## config.mk

```make
export PLATFORM = sky130hd
export DESIGN_NAME = gf12_pad_bank_ctrl_flat
export DESIGN_NICKNAME = d
export VERILOG_FILES = /design/src/rtl/gf12_pad_bank_ctrl_if.sv /design/src/rtl/gf12_pad_bank_ctrl.sv /design/src/flat_wrapper.sv
export SDC_FILE = /design/constraint.sdc
export NUM_CORES = 1
export LEC_CHECK = 0
export CAP_MARGIN = 25
export CORE_UTILIZATION = 35
export DETAILED_ROUTE_END_ITERATION = 8
export PLACE_DENSITY = 0.69
export SYNTH_ARGS = -nofsm -noshare
export SYNTH_HDL_FRONTEND = slang
export SYNTH_SLANG_ARGS = --single-unit
```

## constraint.sdc

```tcl
create_clock -name clk -period 3.1 [get_ports clk]
set_input_delay 0.62 -clock clk [delete_from_list [all_inputs] [get_ports clk]]
set_output_delay 0.62 -clock clk [all_outputs]
set_load 0.01 [all_outputs]
```

## src/rtl/gf12_pad_bank_ctrl_if.sv

```systemverilog
// Core-side handshake bundle for gf12_pad_bank_ctrl: direction and
// configuration request channels with their ready/status returns.
interface gf12_pad_bank_ctrl_if;
    logic       dir_valid;
    logic       dir_req;
    logic       dir_ready;
    logic       dir_out;
    logic       cfg_valid;
    logic [1:0] cfg_ds;
    logic       cfg_sr;
    logic       cfg_ready;

    modport master (
        output dir_valid, dir_req, cfg_valid, cfg_ds, cfg_sr,
        input  dir_ready, dir_out, cfg_ready
    );

    modport slave (
        input  dir_valid, dir_req, cfg_valid, cfg_ds, cfg_sr,
        output dir_ready, dir_out, cfg_ready
    );
endinterface

```

## src/rtl/gf12_pad_bank_ctrl.sv

```systemverilog
// Registered control stage for a bank of GF12 bidirectional pads with dead-cycle turnarounds.
// Optional PAD_BANK_GLITCH_FILTER_EN adds a 3-sample agreement filter on the input path.
module gf12_pad_bank_ctrl #(
    parameter int         NPADS       = 8,
    parameter int         TURN_CYCLES = 2,
    parameter logic [1:0] DS_RESET    = 2'b01,
    parameter logic       SR_RESET    = 1'b0
) (
    input  logic                 clk,
    input  logic                 rst,
    input  logic [NPADS-1:0]     out_data,
    output logic [NPADS-1:0]     in_data,
    gf12_pad_bank_ctrl_if.slave  ctl,
    output logic [NPADS-1:0]     pad_a,
    output logic [NPADS-1:0]     pad_oe,
    output logic [NPADS-1:0]     pad_ie,
    output logic [NPADS-1:0]     pad_ds0,
    output logic [NPADS-1:0]     pad_ds1,
    output logic [NPADS-1:0]     pad_sr,
    input  logic [NPADS-1:0]     pad_y
);

    typedef enum logic [1:0] {
        S_IN,
        S_TURN_OUT,
        S_OUT,
        S_TURN_IN
    } state_e;

`ifdef PAD_BANK_GLITCH_FILTER_EN
    localparam int QUAL = 4;
`else
    localparam int QUAL = 2;
`endif
    localparam logic [3:0] TURN = 4'(TURN_CYCLES);
    localparam logic [2:0] QMAX = 3'(QUAL - 1);

    state_e           state_q, state_d;
    logic [3:0]       cnt_q, cnt_d;
    logic             oe_q, ie_q;
    logic [1:0]       ds_q;
    logic             sr_q;
    logic [NPADS-1:0] a_q;
    logic [NPADS-1:0] s1_q, s2_q;
    logic [NPADS-1:0] in_q, in_d;
    logic [2:0]       qual_q, qual_d;
    logic             dir_hs;
    logic             cfg_hs;
    logic             upd;

    assign ctl.dir_ready = (state_q == S_IN) || (state_q == S_OUT);
    assign ctl.cfg_ready = (state_q != S_OUT);
    assign ctl.dir_out   = (state_q == S_OUT);

    assign dir_hs = ctl.dir_valid && ctl.dir_ready;
    assign cfg_hs = ctl.cfg_valid && ctl.cfg_ready;

    always_comb begin
        state_d = state_q;
        cnt_d   = cnt_q;
        unique case (state_q)
            S_IN: begin
                if (dir_hs && ctl.dir_req) begin
                    state_d = S_TURN_OUT;
                    cnt_d   = TURN;
                end
            end
            S_TURN_OUT: begin
                cnt_d = cnt_q - 4'd1;
                if (cnt_q <= 4'd1) begin
                    state_d = S_OUT;
                    cnt_d   = 4'd0;
                end
            end
            S_OUT: begin
                if (dir_hs && !ctl.dir_req) begin
                    state_d = S_TURN_IN;
                    cnt_d   = TURN;
                end
            end
            S_TURN_IN: begin
                cnt_d = cnt_q - 4'd1;
                if (cnt_q <= 4'd1) begin
                    state_d = S_IN;
                    cnt_d   = 4'd0;
                end
            end
            default: begin
                state_d = S_IN;
                cnt_d   = 4'd0;
            end
        endcase
    end

    // Input qualification: count cycles since IE rose, saturating at QUAL-1.
    always_comb begin
        qual_d = qual_q;
        if (!ie_q) begin
            qual_d = 3'd0;
        end else if (qual_q != QMAX) begin
            qual_d = qual_q + 3'd1;
        end
    end

    assign upd = ie_q && (qual_q == QMAX);

`ifdef PAD_BANK_GLITCH_FILTER_EN
    logic [NPADS-1:0] h1_q, h2_q;
    logic [NPADS-1:0] agree;

    assign agree = ~(s2_q ^ h1_q) & ~(s2_q ^ h2_q);

    always_comb begin
        in_d = in_q;
        if (upd) begin
            in_d = (s2_q & agree) | (in_q & ~agree);
        end
    end

    always_ff @(posedge clk or posedge rst) begin
        if (rst) begin
            h1_q <= '0;
            h2_q <= '0;
        end else begin
            h1_q <= s2_q;
            h2_q <= h1_q;
        end
    end
`else
    always_comb begin
        in_d = in_q;
        if (upd) begin
            in_d = s2_q;
        end
    end
`endif

    always_ff @(posedge clk or posedge rst) begin
        if (rst) begin
            state_q <= S_IN;
            cnt_q   <= 4'd0;
            oe_q    <= 1'b0;
            ie_q    <= 1'b1;
            ds_q    <= DS_RESET;
            sr_q    <= SR_RESET;
            a_q     <= '0;
            s1_q    <= '0;
            s2_q    <= '0;
            in_q    <= '0;
            qual_q  <= 3'd0;
        end else begin
            state_q <= state_d;
            cnt_q   <= cnt_d;
            oe_q    <= (state_d == S_OUT);
            ie_q    <= (state_d == S_IN);
            if (cfg_hs) begin
                ds_q <= ctl.cfg_ds;
                sr_q <= ctl.cfg_sr;
            end
            a_q     <= out_data;
            s1_q    <= pad_y;
            s2_q    <= s1_q;
            in_q    <= in_d;
            qual_q  <= qual_d;
        end
    end

    // Per-pad pins are fanouts of single bank-wide flops.
    assign pad_a   = a_q;
    assign pad_oe  = {NPADS{oe_q}};
    assign pad_ie  = {NPADS{ie_q}};
    assign pad_ds0 = {NPADS{ds_q[0]}};
    assign pad_ds1 = {NPADS{ds_q[1]}};
    assign pad_sr  = {NPADS{sr_q}};
    assign in_data = in_q;

endmodule

```

## src/flat_wrapper.sv

```systemverilog
// flat-port wrapper written by rule: the top's interface ports become plain ports
module gf12_pad_bank_ctrl_flat 
#(
    parameter int         NPADS       = 8,
    parameter int         TURN_CYCLES = 2,
    parameter logic [1:0] DS_RESET    = 2'b01,
    parameter logic       SR_RESET    = 1'b0
)
  (clk, rst, out_data, in_data, pad_a, pad_oe, pad_ie, pad_ds0, pad_ds1, pad_sr, pad_y, ctl_dir_valid, ctl_dir_req, ctl_cfg_valid, ctl_cfg_ds, ctl_cfg_sr, ctl_dir_ready, ctl_dir_out, ctl_cfg_ready);
  gf12_pad_bank_ctrl_if ctl_i ();
  input  logic clk;
  input  logic rst;
  input  logic [NPADS-1:0] out_data;
  output logic [NPADS-1:0] in_data;
  output logic [NPADS-1:0] pad_a;
  output logic [NPADS-1:0] pad_oe;
  output logic [NPADS-1:0] pad_ie;
  output logic [NPADS-1:0] pad_ds0;
  output logic [NPADS-1:0] pad_ds1;
  output logic [NPADS-1:0] pad_sr;
  input  logic [NPADS-1:0] pad_y;
  input wire logic [$bits(ctl_i.dir_valid)-1:0] ctl_dir_valid;
  input wire logic [$bits(ctl_i.dir_req)-1:0] ctl_dir_req;
  input wire logic [$bits(ctl_i.cfg_valid)-1:0] ctl_cfg_valid;
  input wire logic [$bits(ctl_i.cfg_ds)-1:0] ctl_cfg_ds;
  input wire logic [$bits(ctl_i.cfg_sr)-1:0] ctl_cfg_sr;
  output wire logic [$bits(ctl_i.dir_ready)-1:0] ctl_dir_ready;
  output wire logic [$bits(ctl_i.dir_out)-1:0] ctl_dir_out;
  output wire logic [$bits(ctl_i.cfg_ready)-1:0] ctl_cfg_ready;
  assign ctl_i.dir_valid = ctl_dir_valid;
  assign ctl_i.dir_req = ctl_dir_req;
  assign ctl_i.cfg_valid = ctl_cfg_valid;
  assign ctl_i.cfg_ds = ctl_cfg_ds;
  assign ctl_i.cfg_sr = ctl_cfg_sr;
  assign ctl_dir_ready = ctl_i.dir_ready;
  assign ctl_dir_out = ctl_i.dir_out;
  assign ctl_cfg_ready = ctl_i.cfg_ready;
  gf12_pad_bank_ctrl #(.NPADS(NPADS), .TURN_CYCLES(TURN_CYCLES), .DS_RESET(DS_RESET), .SR_RESET(SR_RESET)) u_core (.clk(clk), .rst(rst), .out_data(out_data), .in_data(in_data), .ctl(ctl_i), .pad_a(pad_a), .pad_oe(pad_oe), .pad_ie(pad_ie), .pad_ds0(pad_ds0), .pad_ds1(pad_ds1), .pad_sr(pad_sr), .pad_y(pad_y));
endmodule
```

== After elaboration in Yosys (flattened, before gate mapping) ==
Cells that the tools add are included.

* Register bits: 46
* Output and inout bits: 59
* Word-level logic and storage cells: 46
* Input port bits: 24

* Equal/unequal tests: 10
* Magnitude comparators: 1
* Mux-type cells: 11
* Reductions and logical operators: 11
* $add $sub $neg: 2

{| class="wikitable"
|+ Operators with widths
! kind !! count
|-
| $mux W4 || 3
|-
| $pmux W4 S3 || 1
|-
| $mux W2 || 4
|-
| $pmux W2 S4 || 1
|-
| $eq A2 B2 Y1 const B || 3
|-
| $mux W3 || 2
|-
| $ne A2 B2 Y1 const B || 3
|-
| $logic_and A1 B1 Y1 || 5
|-
| $le A4 B1 Y1 const B || 1
|-
| $logic_not A2 Y1 || 2
|-
| $sub A4 B1 Y4 const B || 1
|-
| $add A3 B1 Y3 const B || 1
|-
| $eq A3 B1 Y1 const B || 1
|-
| $ne A3 B1 Y1 const B || 1
|-
| $eq A2 B1 Y1 const B || 1
|-
| $ne A2 B1 Y1 const B || 1
|-
| $reduce_and A2 Y1 || 1
|-
| $reduce_or A2 Y1 || 1
|-
| $logic_not A1 Y1 || 1
|-
| $logic_or A1 B1 Y1 || 1
|}

== Depth between registers and ports, before layout ==
* Depth in word-level cells: 7
* Depth in mapped cells: 5
* Mapped depth without buffers: 5

== Least setup slack after synthesis ==
Ideal clock, no wire load.

* Kind: reg2out
* From: reg u_core.state_q[0]
* To: out ctl_dir_out
* Data required time: 2.480 ns
* Cell stages (with the launch flop): 4
* Setup slack: 1.653 ns
* Buffers on the path: 1
* Data arrival time: 0.827 ns
* Path through: dfrtp_1 -> buf_4 -> nand2b_1 -> inv_1

* Longest elaborated chain between the ends: 1

{| class="wikitable"
|+ Ends and longest elaborated chain
! what !! line !! source
|-
| from (decl) || gf12_pad_bank_ctrl.sv:38 || <nowiki>state_e state_q, state_d;</nowiki>
|-
| from (signal assigned) || gf12_pad_bank_ctrl.sv:152 || <nowiki>state_q <= state_d;</nowiki>
|-
| $eq A2 B2 Y1 || gf12_pad_bank_ctrl.sv:53 || <nowiki>assign ctl.dir_out = (state_q == S_OUT);</nowiki>
|-
| to (decl) || flat_wrapper.sv:28 || <nowiki>output wire logic [$bits(ctl_i.dir_out)-1:0] ctl_dir_out;</nowiki>
|}

No other way between the ends.

== Final worst setup path ==
Same ends and word-level chain as after synthesis.

==> impl_metrics.py <==
metrics = {
    "worst_setup_path": {
        "start_kind": "flip-flop",
        "path_max_fanout": 9,
        "required_ns": 2.48,
        "worstSetupStartpoint": "u_core.state_q[0]",
        "critical_path_class": "reg2out",
        "worstPathArrival_ns": 1.59,
        "rr_startpoint": "u_core.qual_q[0]",
        "end_kind": "output port",
        "worst_r2r_path_depth": 4,
    },
    "detailed_routing": {
        "wl_per_cell_um": 10.74,
        "drc": 0,
        "drt-total-wl_mm": 2.825,
        "vias": 1122,
        "first_pass_iters": 4,
        "drtIter0Drc": 26,
        "drtAntennaViolNets": 0,
        "avgViaCountPerCell": 4.266,
    },
    "pwr": {
        "max-vdd-ir-drop_mv": 0.3255,
        "power_mw": 2.412,
        "clock_power_share": 0.153,
        "p_per_area_nw_per_um2": 933.6,
        "pwr-share-seq": 0.375,
        "combPwrFrac": 0.471,
        "power.switching_uw": 792.1,
        "leakagePower_nw": 1.098,
        "p_int_mw": 1.620,
        "swShare": 0.3284,
    },
    "hold_path": {
        "min_path_cells": 0,
        "worstHoldStart": "u_core.s1_q[5]",
        "min_path_type": "reg2reg",
    },
    "cts": {
        "post_cts.repair.setup_buffers": 0,
        "ctsResizeCount": 0,
        "cts_num_sinks": 46,
        "hold_buffers": 0,
        "htree_levels": 2,
        "clk_pin_slew_ns": 0.09,
        "numCtsBuffers": 5,
        "cts.path.max_buffers": 2,
        "cts-root-buf": "clkbuf_8",
        "cts_tree": "yes",
        "clk_latency_ns": 0.29,
    },
    "global_routing": {
        "grtUsageTotal": 0.1062,
        "grt_pass1_wl_mm": 4.305,
        "grt_pass1_vias": 978,
        "grt_max_degree": 47,
        "gr-total-overflow": 0,
        "grt_antenna_before_repair": 0,
    },
    "placement": {
        "dpl.hpwl_mm": 2.027,
        "gp_congestion": 0.8281,
        "port_buffers": 82,
    },
    "outcome": {
        "outcome": "finished, final reports clean",
    },
    "synth": {
        "synth.distinct_cells": 28,
        "synth_mux_area_frac": 0.07143,
        "synthCells": 142,
        "ys.flop_type": "dfrtp_1",
        "yosysWarningCount": 0,
        "syn-num-nets": 170,
        "synthTopCellsByCount": "dfrtp_1 (44), buf_4 (39), mux2_2 (11)",
        "synth_compound_area_frac": 0.04673,
        "yosys_register_bits": 46,
        "synth_area_um2": 1874,
        "synth-xor-area-share": 0.01869,
        "yosysSeqAreaShare": 0.6155,
        "synth_top_family_by_area": "buffers and inverters",
        "avgSynthCellArea_um2": 13.20,
        "synth_adder_area_share": 0.02670,
        "synthSimpleGateAreaFrac": 0.05073,
        "synthTopCellsByArea": "dfrtp_1 (59%), buf_4 (16%), mux2_2 (6.6%)",
        "synth_most_common_cell": "dfrtp_1",
        "netlist.area_leader.share": 0.5874,
        "synth_area_leader_cell": "dfrtp_1",
        "postSynth.asyncResetShare": 1.000,
        "synth-edff-count": 0,
    },
    "cells_and_area": {
        "syn_to_final_growth_pct": 37.85,
        "nets": 220,
        "drive_above_1_share": 0.1244,
        "utilization": 0.5027,
        "diodes": 0,
    },
    "flow_run": {
        "max-cap-violations": 0,
    },
    "sta": {
        "clock_skew_ns": 0.002036,
        "report.final.setup_viol": 0,
        "slew_violations": 0,
        "clock.fmax_mhz": 453.4,
        "setup_tns_ns": 0,
        "hold_viol": 0,
        "slew_headroom": 0.3886,
        "worst-slew-pin-transition_ns": 0.9157,
        "grt_setup_unrepaired": "no",
        "min_period_over_period": 0.7114,
        "min_period_ns": 2.205,
    },
    "die": {
        "die_h_um": 75.18,
        "dieArea_um2": 5652,
        "num_rows": 26,
        "core-area_um2": 5140,
        "start_util": 0.3647,
        "die_x_um": 75.18,
        "io_pins": 83,
    },
}
[placed cells by master (no fill, tap or decap)]
master,Yosys,layout
nand2b_1,2,2
mux2_2,11,11
clkbuf_8,0,5
inv_1,7,6
nand2_2,1,1
inv_2,0,1
nand3b_1,1,1
dfstp_2,2,2
clkdlybuf4s50_1,0,82
nor3_1,2,2
and2b_1,1,1
o21ai_0,1,1
nor2b_1,2,2
o31ai_1,1,1
xor2_1,1,1
nor2_1,5,5
clkinvlp_4,0,1
a211oi_1,2,2
or3_1,1,1
a221oi_2,1,1
ha_1,4,4
inv_6,0,1
a21oi_1,3,3
and2_1,1,1
dfrtp_1,44,44
o21bai_1,1,1
xnor2_1,3,3
mux2i_1,1,1
clkinv_4,0,1
o22ai_1,1,1
nand2_1,2,2
o2bb2ai_1,1,1
a21o_1,1,1
[routing by layer]
metal	up-vias	GRT usage	wire, um
met4	0	0.04321	33
met3	4	0.06024	369
met2	68	0.1692	1313
met5	-	0	0
met1	527	0.1177	1109
li1	523	-	-
[metrics by stage]
stage | hold slack (ns) | setup WS (ns) | instances | cell area, um^2
4_1_cts | 0.3568 | 0.8698 | 263 | 2584
3_3_place_gp | 0.3317 | 1.225 | 255 | 2490
2_1_floorplan | 0.3312 | 1.396 | 142 | 1874
3_5_place_dp | 0.3347 | 1.211 | 255 | 2490
6_report | 0.3522 | 0.8947 | 263 | 2584
5_1_grt | 0.3557 | 0.8051 | 263 | 2584
[critical path, stage by stage, from the launching register on]
cell and delay (ns):
dfrtp_1 0.47, nand2b_1 0.23, inv_1 0.07, clkdlybuf4s50_1 0.52
[path summary, 6_finish.rpt]
| check | endpoint | slack [ns] |
|---|---|---|
| worst max-delay path | ctl_dir_out | 0.89 |
| worst min-delay path | u_core.s2_q[5] | 0.35 |
| worst max register to register | u_core.in_data[2] | 1.57 |
| worst min register to register | u_core.s2_q[5] | 0.35 |
| max in group asynchronous | u_core.qual_q[2] | 1.70 |
| min in group asynchronous | u_core.pad_a[7] | 0.84 |
[layout make-up]
type / instances / area (um^2)
fillers: 479 / 2556
flip-flops and latches: 46 / 1154
repair buffers: 82 / 820.8
multi-input cells: 50 / 401.6
well taps: 70 / 87.58
clock buffers: 5 / 68.82
inverters: 7 / 26.28
clock inverters: 3 / 25.02
[power by group through the flow]
stage | Clock (mW) | Combinational, mW | Sequential [mW]
floorplan | 0 | 0.762 | 0.916
global placement | 0 | 1.14 | 0.913
detailed placement | 0 | 1.15 | 0.921
CTS | 0.391 | 1.15 | 0.911
global route | 0.409 | 1.24 | 0.934
finish | 0.369 | 1.14 | 0.906
[registers in the layout, summed over array words and instances, names as in the netlist]
name and count:
u_core.s1_q 8, u_core.ds_q 2, u_core.in_data 8, u_core.sr_q 1
u_core.ie_q 1, u_core.cnt_q 4, u_core.state_q 2, u_core.oe_q 1
u_core.qual_q 3, u_core.pad_a 8, u_core.s2_q 8
[cells by family after synthesis]
family,Yosys count
adders and majority gates,4
muxes,12
buffers and inverters,46
DFF,46
xor gates and xnor gates,4
AOI/OAI and AO/OA,12
and+or+nand+nor,18
(Power assumes the default switching activity.)
